<file path="src/rtl/bit_run_profiler.sv">
`default_nettype none
// ============================================================================
//  Module      : bit_run_profiler
//  Description : Counts blocks of consecutive target bits (runs of length
//                >= MIN_RUN) across a packet of one or more words, and reports
//                the longest target run. Runs may span word boundaries and
//                idle (data_enb=0) cycles. The target bit (1 or 0) is chosen
//                per packet by polarity, which is sampled on the first word.
//                One result is emitted per packet, two cycles after the word
//                flagged last.
//  Ports       : clk       - clock, all logic on rising edge
//                rst       - synchronous active-high reset
//                data      - input word, bit 0 scanned first
//                data_enb  - word qualifier
//                last      - word closes the current packet
//                polarity  - 0: runs of 1s, 1: runs of 0s (first word only)
//                block_cnt - blocks in completed packet (saturating)
//                max_run   - longest target run in packet (saturating)
//                sat       - block_cnt or max_run saturated in this packet
//                valid     - one-cycle result strobe
//  Revision    : 1.0 - initial release
// ============================================================================
module bit_run_profiler #(
  parameter int DATA_W  = 32,
  parameter int MIN_RUN = 2,
  parameter int CNT_W   = 8,
  parameter int RUN_W   = 8
) (
  input  logic              clk,
  input  logic              rst,
  input  logic [DATA_W-1:0] data,
  input  logic              data_enb,
  input  logic              last,
  input  logic              polarity,
  output logic [CNT_W-1:0]  block_cnt,
  output logic [RUN_W-1:0]  max_run,
  output logic              sat,
  output logic              valid
);

  localparam logic [CNT_W-1:0] c_CNT_MAX = '1;
  localparam logic [RUN_W-1:0] c_RUN_MAX = '1;

  // Packet-framing FSM lives on the input side so that the polarity applied
  // in S1 is already known for the word being sampled.
  typedef enum logic [0:0] {
    IDLE   = 1'b0,
    IN_PKT = 1'b1
  } state_t;

  state_t r_state;
  state_t w_state_nxt;
  logic   r_pol;
  logic   w_pol;

  // S1 registers
  logic [DATA_W-1:0] r_s1_data;
  logic              r_s1_enb;
  logic              r_s1_last;

  // S2 accumulator
  logic [RUN_W-1:0]  r_carry;
  logic [RUN_W-1:0]  r_acc_max;
  logic [CNT_W-1:0]  r_acc_cnt;
  logic              r_acc_sat;

  // S2 result staging
  logic [CNT_W-1:0]  r_res_cnt;
  logic [RUN_W-1:0]  r_res_max;
  logic              r_res_sat;
  logic              r_s2_emit;

  // Output registers
  logic [CNT_W-1:0]  r_block_cnt;
  logic [RUN_W-1:0]  r_max_run;
  logic              r_sat;
  logic              r_valid;

  // Scan results
  logic [RUN_W-1:0]  w_run;
  logic [RUN_W-1:0]  w_max;
  logic [CNT_W-1:0]  w_cnt;
  logic              w_sat;

  // --------------------------------------------------------------------------
  // FSM
  // --------------------------------------------------------------------------
  always_ff @(posedge clk) begin
    if (rst) begin
      r_state <= IDLE;
    end else begin
      r_state <= w_state_nxt;
    end
  end

  always_comb begin
    w_state_nxt = r_state;
    w_pol       = r_pol;
    case (r_state)
      IDLE: begin
        // First word of a packet takes the live polarity input.
        w_pol = polarity;
        if (data_enb && !last) begin
          w_state_nxt = IN_PKT;
        end
      end
      IN_PKT: begin
        if (data_enb && last) begin
          w_state_nxt = IDLE;
        end
      end
      default: w_state_nxt = IDLE;
    endcase
  end

  // --------------------------------------------------------------------------
  // S1: normalise so that the target bit is always 1
  // --------------------------------------------------------------------------
  always_ff @(posedge clk) begin
    if (rst) begin
      r_s1_data <= '0;
      r_s1_enb  <= 1'b0;
      r_s1_last <= 1'b0;
      r_pol     <= 1'b0;
    end else begin
      r_s1_enb  <= data_enb;
      r_s1_last <= data_enb & last;
      if (data_enb) begin
        r_s1_data <= data ^ {DATA_W{w_pol}};
        r_pol     <= w_pol;
      end
    end
  end

  // --------------------------------------------------------------------------
  // S2 scan: walk bits LSB first, continuing the run carried from the
  // previous word of the packet.
  // --------------------------------------------------------------------------
  always_comb begin
    w_run = r_carry;
    w_max = r_acc_max;
    w_cnt = r_acc_cnt;
    w_sat = r_acc_sat;
    for (int i = 0; i < DATA_W; i++) begin
      if (r_s1_data[i]) begin
        if (w_run == c_RUN_MAX) begin
          w_sat = 1'b1;
        end else begin
          w_run = w_run + 1'b1;
          // Counting only on the increment that lands exactly on MIN_RUN
          // guarantees one count per block, even across word boundaries.
          if (32'(w_run) == MIN_RUN) begin
            if (w_cnt == c_CNT_MAX) begin
              w_sat = 1'b1;
            end else begin
              w_cnt = w_cnt + 1'b1;
            end
          end
        end
      end else begin
        w_run = '0;
      end
      if (w_run > w_max) begin
        w_max = w_run;
      end
    end
  end

  always_ff @(posedge clk) begin
    if (rst) begin
      r_carry   <= '0;
      r_acc_max <= '0;
      r_acc_cnt <= '0;
      r_acc_sat <= 1'b0;
      r_res_cnt <= '0;
      r_res_max <= '0;
      r_res_sat <= 1'b0;
      r_s2_emit <= 1'b0;
    end else begin
      r_s2_emit <= 1'b0;
      if (r_s1_enb) begin
        if (r_s1_last) begin
          // Close the packet and clear in the same cycle so a following
          // word starts a fresh packet with no carried run.
          r_res_cnt <= w_cnt;
          r_res_max <= w_max;
          r_res_sat <= w_sat;
          r_s2_emit <= 1'b1;
          r_carry   <= '0;
          r_acc_max <= '0;
          r_acc_cnt <= '0;
          r_acc_sat <= 1'b0;
        end else begin
          r_carry   <= w_run;
          r_acc_max <= w_max;
          r_acc_cnt <= w_cnt;
          r_acc_sat <= w_sat;
        end
      end
    end
  end

  // --------------------------------------------------------------------------
  // Output registers: hold until the next emit
  // --------------------------------------------------------------------------
  always_ff @(posedge clk) begin
    if (rst) begin
      r_block_cnt <= '0;
      r_max_run   <= '0;
      r_sat       <= 1'b0;
      r_valid     <= 1'b0;
    end else begin
      r_valid <= r_s2_emit;
      if (r_s2_emit) begin
        r_block_cnt <= r_res_cnt;
        r_max_run   <= r_res_max;
        r_sat       <= r_res_sat;
      end
    end
  end

  assign block_cnt = r_block_cnt;
  assign max_run   = r_max_run;
  assign sat       = r_sat;
  assign valid     = r_valid;

endmodule
`default_nettype wire

</file>
<file path="config.mk">
export PLATFORM = sky130hd
export DESIGN_NAME = bit_run_profiler
export DESIGN_NICKNAME = d
export VERILOG_FILES = /design/src/rtl/bit_run_profiler.sv
export SDC_FILE = /design/constraint.sdc
export NUM_CORES = 2
export LEC_CHECK = 0
export CAP_MARGIN = 20
export CORE_MARGIN = 1
export CORE_UTILIZATION = 46
export DETAILED_ROUTE_END_ITERATION = 10
export SLEW_MARGIN = 20
export SYNTH_ARGS = -nofsm -noshare
export SYNTH_HDL_FRONTEND = slang
export SYNTH_SLANG_ARGS = --single-unit
</file>
<file path="constraint.sdc">
create_clock -name clk -period 67.5 [get_ports clk]
set_clock_uncertainty 0.1 [all_clocks]
set_input_delay 6.75 -clock clk [delete_from_list [all_inputs] [get_ports clk]]
set_output_delay 6.75 -clock clk [all_outputs]
set_load 0.01 [all_outputs]
</file>
==> flow_summary.json <==
{
  "status": "complete, no violations",
  "syn_inst": 6074,
  "crit_path_top_delay_cell": "or4b_1",
  "routed_wl_mm": 139,
  "grt_remaining_overflow": 0,
  "portBuffers": 54,
  "startpoint_type": "register",
  "max_stage_delay_ns": 0.69,
  "syn_area_um2": 41700,
  "clockBufferDepth": 2,
  "path_clk_slew_ns": 0.09,
  "synth_cell_types": 155,
  "routed_via_density": 6.58,
  "grt_pass1_vias": 42600,
  "die_area_um2": 91900,
  "grt_pass1_wl_mm": 224,
  "tightest_slew_ns": 1.00,
  "start_util_pct": 46.4,
  "cts_tree": "yes",
  "cpMostUsedCell": "ha_1",
  "ys_async_sr_fraction_pct": 0,
  "cp.required_ns": 67.71,
  "insertion_delay_ns": 0.43,
  "fin_crit_sh_pct": 93.5,
  "hold_class": "register to register",
  "instances_no_fill": 7161,
  "ant_nets": 0,
  "num_vias": 47200,
  "crit_type": "register to register",
  "pin_count": 55,
  "drv_slew": 0,
  "place.gp.congestion": 0.956,
  "cts.sinks": 97,
  "fmax_ghz": 0.0158,
  "seq_area_frac_synth_pct": 4.65,
  "nets": 6309,
  "grt_max_degree": 67,
  "post-dp-hpwl_mm": 109,
  "synth-seq-cells": 97,
  "clockRootBuffer": "clkbuf_16",
  "dr.pass1.iters": 6,
  "drive_gt1_share_pct": 9.31,
  "htree_levels": 3,
  "numCtsBuffers": 9,
  "synth_nets": 6403,
  "end_kind": "register",
  "cpLargestDelayFamily": "compound AO/OA/AOI/OAI gates",
  "drt-initial-drc-count": 4789,
  "die_h_um": 303,
  "synth_edf_count": 0,
  "dp_cells": 7125,
  "wl_per_cell_um": 19.4,
  "fillers": 9289,
  "areaGrowthSynthToFinish_pct": 5.54,
  "relSlewSlack_pct": 31.2,
  "syn_avg_cell_area_um2": 6.87,
  "yosys_warnings": 0,
  "diodes": 0,
  "grt_usage_pct": 28.7,
  "antenna_found_initial": 1,
  "core-area_um2": 89900,
  "route.detailed.drc": 0,
  "setup_viol": 0,
  "fin_crit_ns": 63.11,
  "die_x_um": 303,
  "maxCapViolations": 0,
  "cp.arrival_ns": 63.32,
  "worst-path-buf-inv": 29,
  "row_count": 110,
  "cp_max_fo": 24,
  "hold_viol": 0,
  "synth_flop_cell": "dfxtp_1",
  "cts_hold_buffers": 0
}
-- timing repair --
action	4_1_cts	5_1_grt
pin swaps	0	10
setup buffers	0	20
resized for setup	2	90
endpoints found under the setup margin	16	42
-- worst paths after layout --
path | depth (start not counted) | slack, ns | to | startpoint
max | 279 | 4.39 | r_res_max[2]$_SDFFE_PP0P_ | r_carry[1]$_SDFFE_PP0P_
min | 2 | 0.37 | r_res_max[6]$_SDFFE_PP0P_ | r_res_max[6]$_SDFFE_PP0P_
max reg2reg | 279 | 4.39 | r_res_max[2]$_SDFFE_PP0P_ | r_carry[1]$_SDFFE_PP0P_
min reg2reg | 2 | 0.37 | r_res_max[6]$_SDFFE_PP0P_ | r_res_max[6]$_SDFFE_PP0P_
-- area by class of cell --
class	count	area (um^2)	area share (%)
Sequential cell	97	1950	4.42
Timing Repair Buffer	117	1010	2.29
Clock buffer	9	225	0.511
Clock inverter	7	81.3	0.185
Multi-Input combinational cell	5426	38100	86.4
Inverter	329	1240	2.82
Tap cell	1176	1470	3.34
-- cells in the mapped netlist (40+ instances only) --
cell / count / share of area (%)
a211oi_1: 85 / 1.5
and2_1: 93 / 1.4
nor2_1: 532 / 4.8
clkbuf_1: 150 / 1.3
a31oi_1: 88 / 1.3
nand2_1: 557 / 5.0
a21o_1: 116 / 2.1
or3_1: 72 / 1.1
o21a_1: 94 / 1.7
inv_1: 303 / 2.7
ha_1: 292 / 8.8
o21ai_1: 70 / 0.84
mux2i_1: 185 / 4.4
o21ai_0: 371 / 4.4
nand2b_1: 80 / 1.2
and3_1: 104 / 1.6
a21oi_1: 381 / 4.6
o31ai_1: 62 / 1.1
mux2_2: 151 / 4.1
nand3_1: 208 / 2.5
xnor2_1: 220 / 4.6
or2_2: 45 / 0.67
nor3_1: 183 / 2.2
o31a_1: 44 / 0.92
o211ai_1: 100 / 1.8
dfxtp_1: 97 / 4.7
nor4_1: 88 / 1.3
nand4_1: 94 / 1.4
nor2b_1: 46 / 0.69
xor2_1: 67 / 1.4
buf_2: 43 / 0.52
and4_1: 40 / 0.84
o2111ai_1: 50 / 1.0
-- flip-flops by register name, indices dropped and copies added (netlist names), 8 cells and up, named ones only --
signal / count
r_carry: 8
r_acc_max: 8
r_res_cnt: 8
block_cnt: 8
max_run: 8
r_s1_data: 32
r_res_max: 8
r_acc_cnt: 8
-- cells in the final DEF (no fill, tap or decap), types with 100 or more instances in the layout --
cell	instances
mux2i_1	180
mux2_2	151
and3_1	104
xnor2_1	220
nand3_1	206
nor3_1	182
o21ai_0	369
o211ai_1	100
nor2_1	526
a21o_1	116
a21oi_1	371
inv_1	303
ha_1	290
nand2_1	552
-- tightest hold or removal path, cell delays in order, from the launching register on --
cell and delay [ns]:
dfxtp_1 0.32, nand2_1 0.05, a21oi_1 0.05
-- per-stage QoR --
step,utilization (%),area [um^2],setup TNS [ns],hold slack [ns],setup WS [ns]
3_5_place_dp,48.0,43100,-4.16,0.353,-0.353
3_3_place_gp,48.0,43100,0,0.346,1.69
2_1_floorplan,-,41700,0,0.333,6.64
4_1_cts,48.4,43500,0,0.368,0.0352
6_report,49.0,44000,0,0.366,4.39
5_1_grt,49.0,44000,-3.06,0.385,-0.290
-- per-layer routing --
layer / part of all wire [%] / track usage, % / up-vias
li1: - / - / 23200
met1: 48 / 41.0 / 22400
met2: 46 / 47.3 / 1392
met3: 4.7 / 1.87 / 133
met4: 1.4 / 5.11 / 2
met5: 0.0050 / 0 / -
-- logic make-up (layout without fill, tap and decap cells) --
family,after synthesis,count (layout),synth area share (%)
AOI/OAI and AO/OA,2103,2103,36.3
xor gates and xnor gates,292,292,6.23
adders and majority gates,299,299,8.92
buffers and inverters,551,462,5.23
DFF,97,97,4.65
muxes,349,349,8.94
and+or+nand+nor,2383,2383,29.7
Power is left out: the tool's default activity adds up to more than one toggle a clock period on the data nets, which glitch-free logic cannot reach.
